===== src/rtl/square_wave_monitor.sv =====
// Receive-side checker for a two-channel inverting square-wave generator.
// Each channel must change only by full bitwise inversion, at a fixed
// half-period. Channel B must see exactly RATIO channel-A toggles in each of
// its half-periods. A small FSM acquires lock and then latches the first
// error cause.
//
// Port handshake: there is no valid/ready on this block. The monitored buses
// are sampled every clock. clr is a level that the block acts on only in ERR.
module square_wave_monitor #(
    parameter int W      = 2,
    parameter int HALF_A = 50,
    parameter int HALF_B = 100,
    parameter int RATIO  = 2,
    parameter int TOL    = 0,
    parameter int CNT_W  = 16,
    parameter int LOCK_N = 2
) (
    input  logic             clk,
    input  logic             rst,
    input  logic [W-1:0]     a_in,
    input  logic [W-1:0]     b_in,
    input  logic             clr,
    output logic             locked,
    output logic             err,
    output logic [2:0]       err_code,
    output logic [CNT_W-1:0] period_a,
    output logic [CNT_W-1:0] period_b
);

    // Interval comparisons use two spare bits so that HALF+TOL+1 and
    // cnt+TOL can never wrap.
    localparam int EW = CNT_W + 2;
    localparam logic [EW-1:0] HA_V   = EW'(HALF_A);
    localparam logic [EW-1:0] HB_V   = EW'(HALF_B);
    localparam logic [EW-1:0] TOL_V  = EW'(TOL);
    localparam logic [EW-1:0] LIM_A  = HA_V + TOL_V + EW'(1);
    localparam logic [EW-1:0] LIM_B  = HB_V + TOL_V + EW'(1);
    localparam logic [CNT_W-1:0] RATIO_V = CNT_W'(RATIO);

    localparam int GW = (LOCK_N < 1) ? 1 : $clog2(LOCK_N + 1);
    localparam logic [GW-1:0] LOCK_V    = GW'(LOCK_N);
    localparam logic [GW-1:0] LOCK_LAST = GW'(LOCK_N - 1);

    typedef enum logic [1:0] {
        ACQ    = 2'd0,
        LOCKED = 2'd1,
        ERR    = 2'd2
    } state_t;

    state_t state;

    logic             prime;
    logic [W-1:0]     a_q;
    logic [W-1:0]     b_q;
    logic [CNT_W-1:0] cnt_a;
    logic [CNT_W-1:0] cnt_b;
    logic [CNT_W-1:0] na;
    logic             seen_a;
    logic             seen_b;
    logic             stk_a;
    logic             stk_b;
    logic [GW-1:0]    good;

    logic             tog_a;
    logic             tog_b;
    logic             glitch_a;
    logic             glitch_b;
    logic             per_a;
    logic             per_b;
    logic             stuck_a;
    logic             stuck_b;
    logic             ratio_bad;
    logic [CNT_W-1:0] na_eff;
    logic [2:0]       code;
    logic             err_any;
    logic             clean_b;

    function automatic logic [CNT_W-1:0] sat_inc(input logic [CNT_W-1:0] v);
        return (v == '1) ? v : v + CNT_W'(1);
    endfunction

    // Edge classification and per-cycle error detection against the previous sample.
    always_comb begin
        tog_a    = prime && (a_in == ~a_q);
        tog_b    = prime && (b_in == ~b_q);
        glitch_a = prime && (a_in != a_q) && !(a_in == ~a_q);
        glitch_b = prime && (b_in != b_q) && !(b_in == ~b_q);

        per_a = tog_a && seen_a &&
                (({2'b00, cnt_a} > HA_V + TOL_V) || ({2'b00, cnt_a} + TOL_V < HA_V));
        per_b = tog_b && seen_b &&
                (({2'b00, cnt_b} > HB_V + TOL_V) || ({2'b00, cnt_b} + TOL_V < HB_V));

        stuck_a = prime && seen_a && !tog_a && !stk_a && ({2'b00, cnt_a} >= LIM_A);
        stuck_b = prime && seen_b && !tog_b && !stk_b && ({2'b00, cnt_b} >= LIM_B);

        // An A toggle landing on the same cycle as the B toggle belongs to the
        // window that B is closing.
        na_eff    = tog_a ? sat_inc(na) : na;
        ratio_bad = tog_b && seen_b && (na_eff != RATIO_V);

        code = 3'd0;
        if (glitch_a)       code = 3'd1;
        else if (glitch_b)  code = 3'd2;
        else if (per_a)     code = 3'd3;
        else if (per_b)     code = 3'd4;
        else if (ratio_bad) code = 3'd5;
        else if (stuck_a)   code = 3'd6;
        else if (stuck_b)   code = 3'd7;

        err_any = (code != 3'd0);
        clean_b = tog_b && seen_b && !err_any;
    end

    // Measurement datapath: sample registers, interval counters, ratio counter, periods.
    always_ff @(posedge clk or posedge rst) begin
        if (rst) begin
            prime    <= 1'b0;
            a_q      <= '0;
            b_q      <= '0;
            cnt_a    <= '0;
            cnt_b    <= '0;
            na       <= '0;
            seen_a   <= 1'b0;
            seen_b   <= 1'b0;
            stk_a    <= 1'b0;
            stk_b    <= 1'b0;
            period_a <= '0;
            period_b <= '0;
        end else if (!prime) begin
            // First sample after reset only establishes the reference value.
            prime <= 1'b1;
            a_q   <= a_in;
            b_q   <= b_in;
        end else begin
            a_q   <= a_in;
            b_q   <= b_in;
            cnt_a <= tog_a ? CNT_W'(1) : sat_inc(cnt_a);
            cnt_b <= tog_b ? CNT_W'(1) : sat_inc(cnt_b);

            if (tog_a) seen_a <= 1'b1;
            if (tog_b) seen_b <= 1'b1;

            if (tog_a && seen_a) period_a <= cnt_a;
            if (tog_b && seen_b) period_b <= cnt_b;

            if (tog_a)        stk_a <= 1'b0;
            else if (stuck_a) stk_a <= 1'b1;
            if (tog_b)        stk_b <= 1'b0;
            else if (stuck_b) stk_b <= 1'b1;

            na <= tog_b ? '0 : na_eff;
        end
    end

    // Lock/error FSM with registered status outputs.
    always_ff @(posedge clk or posedge rst) begin
        if (rst) begin
            state    <= ACQ;
            good     <= '0;
            locked   <= 1'b0;
            err      <= 1'b0;
            err_code <= 3'd0;
        end else begin
            case (state)
                ACQ: begin
                    if (err_any) begin
                        good <= '0;
                    end else if (clean_b) begin
                        if (good >= LOCK_LAST) begin
                            good   <= LOCK_V;
                            state  <= LOCKED;
                            locked <= 1'b1;
                        end else begin
                            good <= good + GW'(1);
                        end
                    end
                end
                LOCKED: begin
                    if (err_any) begin
                        state    <= ERR;
                        locked   <= 1'b0;
                        err      <= 1'b1;
                        err_code <= code;
                    end
                end
                ERR: begin
                    if (clr) begin
                        state    <= ACQ;
                        err      <= 1'b0;
                        err_code <= 3'd0;
                        good     <= '0;
                    end
                end
                default: begin
                    state  <= ACQ;
                    good   <= '0;
                    locked <= 1'b0;
                    err    <= 1'b0;
                end
            endcase
        end
    end

endmodule


===== config.mk =====
export PLATFORM = sky130hd
export DESIGN_NAME = square_wave_monitor
export DESIGN_NICKNAME = d
export VERILOG_FILES = /design/src/rtl/square_wave_monitor.sv
export SDC_FILE = /design/constraint.sdc
export NUM_CORES = 1
export LEC_CHECK = 0
export CAP_MARGIN = 20
export CORE_ASPECT_RATIO = 1.5
export CORE_UTILIZATION = 50
export CTS_CLUSTER_DIAMETER = 40
export DETAILED_ROUTE_END_ITERATION = 6
export GPL_ROUTABILITY_DRIVEN = 0
export PLACE_DENSITY = 0.75
export SKIP_LAST_GASP = 1
export SYNTH_ARGS = -nofsm -noshare
export SYNTH_HDL_FRONTEND = slang
export SYNTH_SLANG_ARGS = --single-unit

===== constraint.sdc =====
create_clock -name clk -period 4 [get_ports clk]
set_clock_uncertainty 0.05 [all_clocks]
set_input_delay 0.8 -clock clk [delete_from_list [all_inputs] [get_ports clk]]
set_output_delay 0.8 -clock clk [all_outputs]
set_load 0.02 [all_outputs]

* Word-level counts from Yosys, hierarchy flattened *
Index checks and enable logic that the tools add are counted.

word-level totals
  register bits after elaboration = 98
  word-level logic and storage cells = 137

operators by class
  add/sub/neg operators = 4
  magnitude comparators = 7
  equality and inequality tests = 18
  multiplexer cells = 39
  bitwise logic cells = 5
  reduce and logical (&&, ||, !) cells = 47

operator list
  kind                     count
  $mux W16                 7
  $add A16 B1 Y16 const B  3
  $eq A16 B16 Y1 const B   3
  $mux W3                  9
  $logic_and A1 B1 Y1      20
  $ge A16 B6 Y1 const B    1
  $ge A16 B7 Y1 const B    1
  $gt A16 B6 Y1 const B    1
  $gt A16 B7 Y1 const B    1
  $lt A16 B6 Y1 const B    1
  $lt A16 B7 Y1 const B    1
  $mux W2                  8
  $ne A16 B2 Y1 const B    1
  $reduce_and A2 Y1        8
  $ne A2 B2 Y1 const B     7
  $pmux W2 S3              2
  $mux W1                  10
  $reduce_and A5 Y1        2
  $reduce_and A3 Y1        3
  $logic_not A1 Y1         7
  $pmux W1 S3              2
  $pmux W3 S2              1
  $reduce_bool A2 Y1       3
  $eq A2 B2 Y1             2
  11 further kinds         16

* Logic depth before layout (Yosys ltp) *
  depth in word-level cells = 20
  mapped depth = 11

* Least setup slack after synthesis *
Ideal clock, no wire load.

  path type = input -> register
  start point = input a_in[0]
  end point = register good[0]
  library setup time = 0.103 ns
  data arrival time = 2.910 ns
  data required time = 3.847 ns
  path slack = 0.936 ns
  cell stages on the path = 9
  path buffers = 1
  cell sequence = xnor2_1 -> nor3_2 -> buf_4 -> nand4_1 -> a22o_1 -> a211o_1 -> or4b_1 -> and2_4 -> o41ai_2

on the way
  word-level cells in the longest chain between the ends = 17
  elaborated cells between the ends (all ways) = 28
  those cells by class = eq/ne: 4; mux: 9; reduce/logical: 15

RTL lines
  element                                                            RTL line  text
  start, declared                                                    20        input logic [W-1:0] a_in,
  parallel branches: the longest is 11 deep, another holds $mux W16  --
  $mux W3 (*)                                                        103       if (glitch_a) code = 3'd1;
  $reduce_bool A3 Y1 (*)                                             111       err_any = (code != 3'd0);
  $logic_not A1 Y1                                                   112       clean_b = tog_b && seen_b && !err_any;
  $logic_and A1 B1 Y1                                                112
  $ne A3 B3 Y1 (no source line)                                      --
  $reduce_and A3 Y1 (no source line)                                 --
  end signal, assigned                                               175       good <= good + GW'(1);
  end, declared                                                      62        logic [GW-1:0] good;

Mark *: on every way between the ends.
A chain may end at the register's enable or synchronous reset.

* Final worst setup path *
Ends and elaborated chain as after synthesis.

==> impl_metrics.py <==
metrics = {
    "worst_setup_path": {
        "cp_max_fo": 9,
        "cp_slowest_cell": "clkdlybuf4s50_1",
        "path_class": "in -> reg",
        "reg2reg_slack_ns": 0.69,
        "path_delay_family": "simple AND/OR/NAND/NOR gates",
        "r2r_end": "good[0]",
        "slowest_delay_ns": 0.56,
        "crit_path_start_kind": "primary input",
        "cp_data_arrival_time_ns": 3.71,
        "worstPathRequired_ns": 4.20,
        "path_cells": "clkdlybuf4s50_1 -> xor2_1 -> nand3_1 -> a21oi_2 -> nand4_1 -> a211o_1 -> or4b_1 -> and2_4 -> o41ai_2",
        "r2r_start": "na[0]",
        "crit_buf_inv": 1,
        "r2r_cells": 9,
        "cp-end-kind": "flop",
    },
    "sta": {
        "fin_crit_sh": 0.877,
        "setup_viol": 0,
        "hold_viol": 0,
        "fin_ws_ns": 0.491,
        "tightest_slew_ns": 0.875,
        "slew_violations": 0,
        "finalSetupTns_ns": 0,
        "maxSlewHeadroom": 0.410,
        "final.min_clock_period_ns": 3.51,
        "fmax_mhz": 285,
        "rsz0062_at_grt": "no",
    },
    "floorplanning": {
        "die_h_um": 125,
        "dieArea_um2": 10500,
        "rows": 44,
        "initial_core_util": 0.519,
        "fp.coreArea_um2": 9740,
        "io_pins": 44,
        "die_w_um": 84.1,
    },
    "logic_synthesis": {
        "synthesis.nets": 534,
        "netlist_area_um2": 5060,
        "synth_edf_count": 0,
        "netlist_instances": 521,
        "synth-seq-area-share": 0.485,
        "synth_cell_types": 61,
        "async_flop_share": 1.00,
        "synth_flop_cell": "dfrtp_1",
        "synth.avg_cell_area_um2": 9.70,
        "ys_ff_latch": 98,
        "ys_warn_count": 0,
    },
    "cells_and_area": {
        "areaGrowthSynthToFinish_pct": 18.0,
        "final_cell_mix": "98 x dfrtp_1, 59 x nand2_1, 57 x nor2_1",
        "drive_above_1_share": 0.130,
        "final_nets": 585,
        "layout_commonest_cell": "dfrtp_1",
        "layout.cells.non_filler": 692,
        "diodes": 0,
    },
    "outcome": {
        "status": "finished, violations left",
        "violations": "design-rule violations",
    },
    "placement": {
        "place_ws_ns": 0.180,
        "dp_cells": 676,
        "placement.io_buffers": 43,
        "hpwlAfterDp_um": 8250,
    },
    "drt": {
        "wirelength_um": 11400,
        "wl_met1_um": 4390,
        "avgViaCountPerCell": 5.88,
        "dr.pass1.iters": 6,
        "wl_met2_um": 6130,
        "top_layer_used": "met4",
        "vias": 4071,
        "ant_nets": 0,
        "drt_iter0_drc": 248,
        "route.detailed.drc": 6,
        "wl_met3_um": 360,
        "routedWlPerCell_um": 16.4,
    },
    "clock_network": {
        "clock_sinks": 98,
        "insertion_delay_ns": 0.35,
        "clk_pin_slew_worst_paths_ns": 0.07,
        "numCtsBuffers": 9,
        "cts-root-buf": "clkbuf_16",
        "clk_path_buf_depth": 2,
        "htree_levels": 3,
        "holdBufCountCts": 0,
        "cts_resized": 0,
        "cts_tree": "yes",
        "post_cts_buffers": 0,
    },
    "hold_path": {
        "holdPathStages": 1,
        "worstHoldStart": "seen_a",
        "holdCritPathClass": "reg -> reg",
        "min_to": "seen_a",
    },
    "grt": {
        "antenna_found_initial": 0,
        "grt_use_total": 0.230,
        "grt_pass1_vias": 4258,
        "grt_pass1_wl_um": 19200,
        "grt_overflow": 0,
        "grt_max_degree": 55,
    },
    "job": {
        "maxCapViolCount": 0,
    },
    "pwr": {
        "power.density_nw_per_um2": 427,
        "leakage_uw": 0.00262,
        "ir_worst_vdd_uv": 327,
    },
}
logic make-up (layout without fill, tap and decap cells):
logic type / Yosys count / after routing / synth area share
DFF: 98 / 98 / 0.485
AOI/OAI and AO/OA: 105 / 105 / 0.136
other: 1 / 1 / 0.000742
xor gates and xnor gates: 32 / 32 / 0.0554
muxes: 33 / 33 / 0.0728
buffers and inverters: 31 / 87 / 0.0245
and+or+nand+nor: 215 / 215 / 0.210
adders and majority gates: 6 / 6 / 0.0148
cells in the mapped netlist (all sizes together), types with 7 or more instances:
cell | instances | area, µm²
dfrtp | 98 | 2450
a21oi | 25 | 129
mux2 | 30 | 338
and3 | 8 | 50.1
xor2 | 19 | 166
and2 | 7 | 46.3
nand3 | 16 | 80.1
o31ai | 10 | 75.1
nand4 | 11 | 75.1
clkbuf | 14 | 52.6
nor2 | 58 | 220
inv | 13 | 48.8
o21ai | 34 | 174
nor3 | 18 | 95.1
or3 | 8 | 50.1
nand2 | 59 | 221
xnor2 | 13 | 114
final cells by class:
class                   count  area, µm²
clock inverters             6       50.0
flip-flops and latches     98       2450
repair buffers             58        556
inverters                  13       51.3
multi-input cells         392       2480
fillers                   834       3780
well taps                 115        144
clock buffers              10        229
per-stage QoR:
step	total power (µW)	cell area, µm²	util	hold slack, ns
2_1_floorplan	1530	5060	-	0.385
3_3_place_gp	1730	5690	0.584	0.406
3_5_place_dp	1750	5690	0.584	0.410
4_1_cts	2570	5970	0.612	0.427
5_1_grt	2670	5970	0.612	0.444
6_report	2550	5970	0.612	0.431
worst max-delay path by stage:
stage	slack [ns]	startpoint	depth (start not counted)	to
floorplan	0.59	rst	1	a_q[0]
global placement	0.25	a_in[1]	9	good[0]
detailed placement	0.18	a_in[0]	9	good[0]
CTS	0.50	a_in[1]	9	good[0]
global route	0.33	a_in[1]	9	good[0]
finish	0.49	a_in[0]	9	good[0]
power breakdown:
part,switching (µW),internal (µW),total [µW]
sequential,111,1090,1210
clock,384,429,813
combinational,285,244,529
total,780,1770,2550
sequential cells by signal, summed over array words and instances (netlist names), 3 cells and up:
register and flops:
err_code 3, cnt_a 16, cnt_b 16, period_b 16, period_a 16, na 16
per-layer routing:
metal / track usage / vias to the layer above
met1: 0.247 / 1969
met3: 0.0343 / 38
met5: 0 / -
li1: - / 1960
met2: 0.423 / 104
met4: 0.134 / 0
worst register-to-register path, delay by kind of cell, from the launching register on:
family,cells,cell delay (ns)
AOI/OAI and AO/OA,3,0.92
adders and majority gates,1,0.29
DFF,1,0.48
and+or+nand+nor,5,1.48
No activity file was read; power rests on OpenSTA's default activity.
